<file path="config.mk">
export PLATFORM = sky130hd
export DESIGN_NAME = drbg_seq_tracker
export DESIGN_NICKNAME = d
export VERILOG_FILES = /design/src/rtl/drbg_sync_pkg.sv /design/src/rtl/drbg_seq_delta.sv /design/src/rtl/drbg_seq_tracker.sv
export SDC_FILE = /design/constraint.sdc
export NUM_CORES = 1
export LEC_CHECK = 0
export CAP_MARGIN = 20
export CORE_UTILIZATION = 52
export CTS_CLUSTER_SIZE = 10
export DETAILED_ROUTE_END_ITERATION = 7
export PLACE_DENSITY = 0.76
export SETUP_SLACK_MARGIN = 0.4
export SLEW_MARGIN = 0
export SYNTH_ARGS = -nofsm -noshare
export SYNTH_HDL_FRONTEND = slang
export SYNTH_HIERARCHICAL = 1
export SYNTH_SLANG_ARGS = --single-unit
</file>
<file path="constraint.sdc">
create_clock -name clk -period 4.61 [get_ports clk]
set_clock_uncertainty 0.05 [all_clocks]
set_input_delay 0.922 -clock clk [delete_from_list [all_inputs] [get_ports clk]]
set_output_delay 0.922 -clock clk [all_outputs]
set_load 0.02 [all_outputs]
</file>
<file path="src/rtl/drbg_sync_pkg.sv">
// Shared state encoding and default constants for the DRBG sequence tracker.
// Optional statistics outputs are enabled by DRBG_SEQ_TRACKER_STATS_EN.
package drbg_sync_pkg;

    typedef enum logic [2:0] {
        ST_IDLE     = 3'd0,
        ST_COMPARE  = 3'd1,
        ST_CATCH_UP = 3'd2,
        ST_WAIT     = 3'd3,
        ST_RESET    = 3'd4,
        ST_INIT     = 3'd5
    } trk_state_e;

    localparam int DEF_SEQ_W        = 32;
    localparam int DEF_MAX_LEAD     = 60;
    localparam int DEF_MAX_LAG      = 1024;
    localparam int DEF_INIT_TIMEOUT = 4096;

    localparam logic [15:0] STAT_MAX = 16'hFFFF;

endpackage

</file>
<file path="src/rtl/drbg_seq_delta.sv">
// Wrap-aware distance between received and local sequence numbers,
// classified into zero / lag (catch up) / lead (wait) / far (reset).
module drbg_seq_delta
    import drbg_sync_pkg::*;
#(
    parameter int SEQ_W    = DEF_SEQ_W,
    parameter int MAX_LEAD = DEF_MAX_LEAD,
    parameter int MAX_LAG  = DEF_MAX_LAG
) (
    input  logic [SEQ_W-1:0] ext_seq,
    input  logic [SEQ_W-1:0] int_seq,
    output logic             zone_zero,
    output logic             zone_lag,
    output logic             zone_lead,
    output logic             zone_far
);

    localparam logic signed [SEQ_W-1:0] ZERO = '0;
    localparam logic signed [SEQ_W-1:0] LAG  = SEQ_W'(MAX_LAG);
    localparam logic signed [SEQ_W-1:0] LEAD = -(SEQ_W'(MAX_LEAD));

    logic signed [SEQ_W-1:0] delta;

    // Modular difference read as two's complement gives the shortest signed distance.
    always_comb begin
        delta     = $signed(ext_seq - int_seq);
        zone_zero = (delta == ZERO);
        zone_lag  = (delta > ZERO) && (delta <= LAG);
        zone_lead = (delta < ZERO) && (delta >= LEAD);
        zone_far  = !(zone_zero || zone_lag || zone_lead);
    end

endmodule

</file>
<file path="src/rtl/drbg_seq_tracker.sv">
// Keeps the local DRBG sequence aligned with a received sequence number.
// Define DRBG_SEQ_TRACKER_STATS_EN to add resync/catch-up counters.
module drbg_seq_tracker
    import drbg_sync_pkg::*;
#(
    parameter int SEQ_W        = DEF_SEQ_W,
    parameter int MAX_LEAD     = DEF_MAX_LEAD,
    parameter int MAX_LAG      = DEF_MAX_LAG,
    parameter int INIT_TIMEOUT = DEF_INIT_TIMEOUT
) (
    input  logic             clk,
    input  logic             reset_n,
    input  logic             init_done,
    input  logic [SEQ_W-1:0] seq_internal,
    input  logic [SEQ_W-1:0] seq_external,
    input  logic             seq_external_valid,
    input  logic             v_ready,
    output logic             catch_up_mode,
    output logic             get_next_seed,
    output logic             do_init,
    output logic             block_drbg_reseed,
    output logic             sync_locked,
    output logic             sync_error,
    output logic             reset_n_drbg
`ifdef DRBG_SEQ_TRACKER_STATS_EN
    ,
    output logic [15:0]      resync_count,
    output logic [15:0]      catchup_count
`endif
);

    localparam int TW = $clog2(INIT_TIMEOUT) + 1;
    localparam logic [TW-1:0] T_LAST = TW'(INIT_TIMEOUT - 1);

    trk_state_e       state_q, state_d;
    logic [SEQ_W-1:0] ext_q, ext_d;
    logic [TW-1:0]    timer_q, timer_d;
    logic             valid_q;
    logic             locked_q, locked_d;
    logic             err_q, err_d;
    logic             cu_q, cu_d;
    logic             blk_q, blk_d;
    logic             init_q, init_d;
    logic             drst_q, drst_d;

    logic             rise;
    logic             target;
    logic             z_zero, z_lag, z_lead, z_far;

    drbg_seq_delta #(
        .SEQ_W    (SEQ_W),
        .MAX_LEAD (MAX_LEAD),
        .MAX_LAG  (MAX_LAG)
    ) u_delta (
        .ext_seq   (ext_q),
        .int_seq   (seq_internal),
        .zone_zero (z_zero),
        .zone_lag  (z_lag),
        .zone_lead (z_lead),
        .zone_far  (z_far)
    );

    // Next state, stored target and registered output values.
    always_comb begin
        state_d  = state_q;
        ext_d    = ext_q;
        timer_d  = timer_q;
        locked_d = locked_q;
        err_d    = 1'b0;

        rise   = seq_external_valid && !valid_q;
        target = ((seq_internal == ext_q) && v_ready) ||
                 ((seq_internal == (ext_q - SEQ_W'(1))) && !v_ready);

        if (rise) begin
            ext_d = seq_external;
        end

        case (state_q)
            ST_COMPARE: begin
                if (!rise) begin
                    unique case (1'b1)
                        z_zero: begin
                            state_d  = ST_IDLE;
                            locked_d = 1'b1;
                        end
                        z_lag:  state_d = ST_CATCH_UP;
                        z_lead: state_d = ST_WAIT;
                        z_far:  state_d = ST_RESET;
                    endcase
                end
            end
            ST_CATCH_UP, ST_WAIT: begin
                if (rise) begin
                    state_d  = ST_COMPARE;
                    locked_d = 1'b0;
                end else if (target) begin
                    state_d  = ST_IDLE;
                    locked_d = 1'b1;
                end
            end
            ST_RESET: begin
                state_d = ST_INIT;
                timer_d = '0;
            end
            ST_INIT: begin
                if (init_done) begin
                    state_d = ST_COMPARE;
                end else if (timer_q == T_LAST) begin
                    state_d = ST_RESET;
                    err_d   = 1'b1;
                end else begin
                    timer_d = timer_q + TW'(1);
                end
            end
            default: begin
                if (rise) begin
                    state_d = ST_COMPARE;
                end
            end
        endcase

        if (state_d == ST_RESET) begin
            locked_d = 1'b0;
        end

        cu_d   = (state_d == ST_CATCH_UP);
        blk_d  = (state_d == ST_WAIT);
        init_d = (state_d == ST_INIT);
        drst_d = (state_d != ST_RESET);
    end

    // State, stored target and output registers.
    always_ff @(posedge clk or negedge reset_n) begin
        if (!reset_n) begin
            state_q  <= ST_IDLE;
            ext_q    <= '0;
            timer_q  <= '0;
            valid_q  <= 1'b0;
            locked_q <= 1'b0;
            err_q    <= 1'b0;
            cu_q     <= 1'b0;
            blk_q    <= 1'b0;
            init_q   <= 1'b0;
            drst_q   <= 1'b1;
        end else begin
            state_q  <= state_d;
            ext_q    <= ext_d;
            timer_q  <= timer_d;
            valid_q  <= seq_external_valid;
            locked_q <= locked_d;
            err_q    <= err_d;
            cu_q     <= cu_d;
            blk_q    <= blk_d;
            init_q   <= init_d;
            drst_q   <= drst_d;
        end
    end

    assign catch_up_mode     = cu_q;
    assign get_next_seed     = cu_q;
    assign block_drbg_reseed = blk_q;
    assign do_init           = init_q;
    assign sync_locked       = locked_q;
    assign sync_error        = err_q;
    assign reset_n_drbg      = reset_n & drst_q;

`ifdef DRBG_SEQ_TRACKER_STATS_EN
    logic [15:0] rsc_q, rsc_d;
    logic [15:0] cuc_q, cuc_d;

    // Saturating counts of resync and catch-up entries.
    always_comb begin
        rsc_d = rsc_q;
        cuc_d = cuc_q;
        if ((state_d == ST_RESET) && (state_q != ST_RESET) &&
            (rsc_q != STAT_MAX)) begin
            rsc_d = rsc_q + 16'd1;
        end
        if ((state_d == ST_CATCH_UP) && (state_q != ST_CATCH_UP) &&
            (cuc_q != STAT_MAX)) begin
            cuc_d = cuc_q + 16'd1;
        end
    end

    // Counter registers.
    always_ff @(posedge clk or negedge reset_n) begin
        if (!reset_n) begin
            rsc_q <= '0;
            cuc_q <= '0;
        end else begin
            rsc_q <= rsc_d;
            cuc_q <= cuc_d;
        end
    end

    assign resync_count  = rsc_q;
    assign catchup_count = cuc_q;
`endif

endmodule

</file>
==> metrics.md <==
| Metric | Value |
|---|---|
| Vias | 7738 |
| Ant diodes | 0 |
| Number of global-route vias before repair | 7480 |
| Final WS setup | -308.7 ps |
| Boundary pin count | 76 |
| Synth area leaders | dfrtp_1, nand2_1, ha_1 |
| Mapped Area | 6198 µm² |
| Worst Hold Slack | 494.7 ps |
| Bufs and invs on worst path | 5 |
| Global route hottest layer | met2 |
| Antenna-violating nets left | 0 |
| Clock buffer depth | 2 |
| CP arrival | 5020 ps |
| CP top delay family | simple AND/OR/NAND/NOR gates |
| # nets final | 1157 |
| Area growth syn-to-layout | 51.59% |
| Routed wire per std cell | 20.86 µm |
| RSZ-0062 raised after global routing | yes |
| Yosys top cell by area | dfrtp_1 |
| Worst-Skew Late Latency | 300 ps |
| Most used cell, CP | buf_4 |
| Maximum number of pins on one net before global-route repair | 56 |
| Maxcap violations | 0 |
| Post-route insts no fill | 1198 |
| Reg2Reg Depth | 20 |
| CP max stage delay | 550 ps |
| Pre-CTS WS | -865.9 ps |
| Period utilization | 1.067 |
| Die Width | 111.2 µm |
| Setup-failing EPs final | 17 |
| Initial DRC count | 839 |
| Worst Path Max Fanout | 5 |
| GP Congestion | 1.007 |
| Slew Limit Fails | 0 |
| Worst-path clk slew | 70 ps |
| Clock root buffer | clkbuf_16 |
| Setup slack, reg-to-reg | -190 ps |
| Yosys warnings | 6 |
| Most common cell after layout, fill and taps aside | buf_4 |
| Worst Setup SP | seq_internal[1] |
| DR DRC count | 2 |
| First-pass GRT wire length | 38180 µm |
| Leakage | 4.083 nW |
| 1st-pass router iterations | 8 |
| Initial Util | 0.5382 |
| Max Freq | 0.2033 GHz |
| Site row count | 39 |
| R2r endpoint | timer_q[4] |
| Kind of critical path | input port to flip-flop |
| FF+latch count, synth | 55 |
| Die ar. | 12360 µm² |
| Final wirelength | 24990 µm |
| Slowest CP cell | or4_1 |
| CTS tree | yes |
| Fillers | 726 |
| TritonCTS Buffers | 5 |
| Post-Place Cells | 1151 |
| DR vias/cell | 6.459 |
| Post-route cell area | 9397 µm² |
| Post-synth EDFFs | 0 |
| GR Util met3 | 0.03554 |
| Failing checks | DRC, setup timing |
| Synth cell types | 91 |
| M1 GR Usage | 0.5123 |
| Fin Setup TNS | -3487 ps |
| Post-Syn Area per Cell | 7.541 µm² |
| R2r startpoint | ext_q[1] |
| Worst hold path type | flip-flop to flip-flop |
| Peak VDD IR | 0.0003113 V |
| Total gr overflow | 0 |
| Count of final hold-check violations | 0 |
| GRT met2 Usage | 0.6442 |
| Mapped Cells | 822 |
| Number of cells on the critical path | 22 |
| Commonest cells after routing, fill and taps aside | buf_4, nand2_1, dfrtp_1 |
| CP cell instances | buf_8 > inv_6 > ha_4 > nor2b_4 > o31ai_2 > buf_4 > a2111oi_4 > or4_1 > a222oi_1 > nand4_1 > nor4_2 > nand4b_1 > buf_4 > buf_4 > nor4_4 > mux2i_2 > nand3_2 > a21oi_4 > nor2b_4 > nand3_2 > xor2_1 > nor2_1 |
| Hpwl dp | 17250 µm |
| Worst setup EP type | flip-flop |
| Slew @ Worst Pin | 749.0 ps |
| Syn Nets | 925 |
| Initial antenna violation count | 0 |
| Part of the Yosys area used for sequential elements | 0.2222 |
| # H-tree levels | 2 |
| Power Density | 318.9 nW/µm² |
| Critical path endpoint | timer_q[4] |
| Async set or reset register ratio after synthesis | 1.000 |
| Status | finished, violations left |
| Ys flop type | dfrtp_1 |
| Die extent in y | 111.2 µm |
| Max-slew headroom | 0.4961 |
| Post-synth top area share | 0.2180 |
| Core area | 11520 µm² |
| Min Tclk post-route | 4919 ps |
| WP data required | 4710 ps |
| I/O Buffers | 75 |
| Post-DP Area | 8127 µm² |
| GRT Util Overall | 0.3900 |
| Layout cell share with drive strength beyond 1 | 0.3422 |
| Startpoint Class | input port |
| Clk sinks | 55 |
-- repair_timing --
action | CTS | global route
hold buffers | 0 | 0
pin swaps | 71 | 52
setup endpoints to repair | 21 | 21
gates resized for setup | 161 | 61
buffers inserted | 25 | 14
gates cloned | 0 | 0
-- state kept, by name (all words and copies together) (netlist names) --
signal,flops
do_init,1
ext_q,32
drst_q,1
block_drbg_reseed,1
catch_up_mode,1
sync_locked,1
timer_q,13
valid_q,1
state_q,3
sync_error,1
-- metal layers --
layer  wire [µm]  part of all wire
met1        9875              0.40
met2       11620              0.47
met3        2117             0.085
met4        1373             0.055
met5           0                 0
-- synth_stat cells (5+ instances only) --
master,count
nand2_1,122
dfrtp_1,54
inv_1,54
nor2_1,53
a21oi_1,45
xnor2_1,37
o21ai_0,35
nand4_1,34
ha_1,33
xor2_1,29
nand3_1,26
clkbuf_1,25
nor4_1,20
nor3_1,18
a21o_1,13
o211ai_1,13
or4_1,12
o31ai_1,11
or3_1,11
and2_1,10
o21a_1,8
and3_1,7
and4_1,7
nor2b_1,7
buf_2,6
nand2b_1,6
and3b_1,5
nor3b_1,5
o2111ai_1,5
o211a_1,5
o21ai_1,5
-- cell type report --
cell class,instances,area [µm²],share of cell area
inverters,54,210.2,0.02237
clock buffers,6,138.9,0.01478
multi-input cells,671,5221,0.5557
clock inverters,2,38.79,0.004128
flip-flops and latches,55,1378,0.1466
well taps,143,178.9,0.01904
repair buffers,267,2231,0.2374
-- per-stage QoR --
step	power (W)	util
CTS	0.002800	0.7906
finish	0.002996	0.8160
global route	0.003130	0.8160
detailed placement	0.002068	0.7057
global placement	0.002029	0.7057
floorplan	0.001480	-
-- how the worst min path moves through the flow --
stage | end | cells past startpoint | slack (ps) | startpoint
floorplan | timer_q[12] | 1 | 400 | timer_q[11]
global placement | timer_q[12] | 1 | 430 | timer_q[11]
detailed placement | timer_q[12] | 1 | 450 | timer_q[11]
CTS | timer_q[12] | 1 | 490 | timer_q[11]
global route | timer_q[12] | 1 | 510 | timer_q[11]
finish | timer_q[12] | 1 | 490 | timer_q[11]
-- power breakdown --
part           internal (W)  switching [W]
clock              0.000274       0.000184
sequential         0.000550       0.000114
combinational      0.000906       0.000969
total               0.00173        0.00127
-- kinds of logic after synthesis --
family                   share of synthesized area
flip-flops                                  0.2222
adder cells (fa/ha/maj)                    0.06984
AND/OR/NAND/NOR                             0.3054
XOR/XNOR                                   0.09326
AO/OA/AOI/OAI                               0.2309
buffers and inverters                      0.06964
multiplexers                              0.008680
-- worst reg2reg max path: stages, from the launching register on --
cell	delay [ps]
dfrtp_1	600
ha_4	280
nor2b_4	140
o31ai_2	360
buf_4	210
a2111oi_4	70
or4_1	550
a222oi_1	360
nand4_1	180
nor4_2	270
nand4b_1	190
buf_4	180
buf_4	130
nor4_4	200
mux2i_2	190
nand3_2	130
a21oi_4	80
nor2b_4	160
nand3_2	80
xor2_1	170
nor2_1	80
Note: power is estimated with default switching activity, not from simulation.
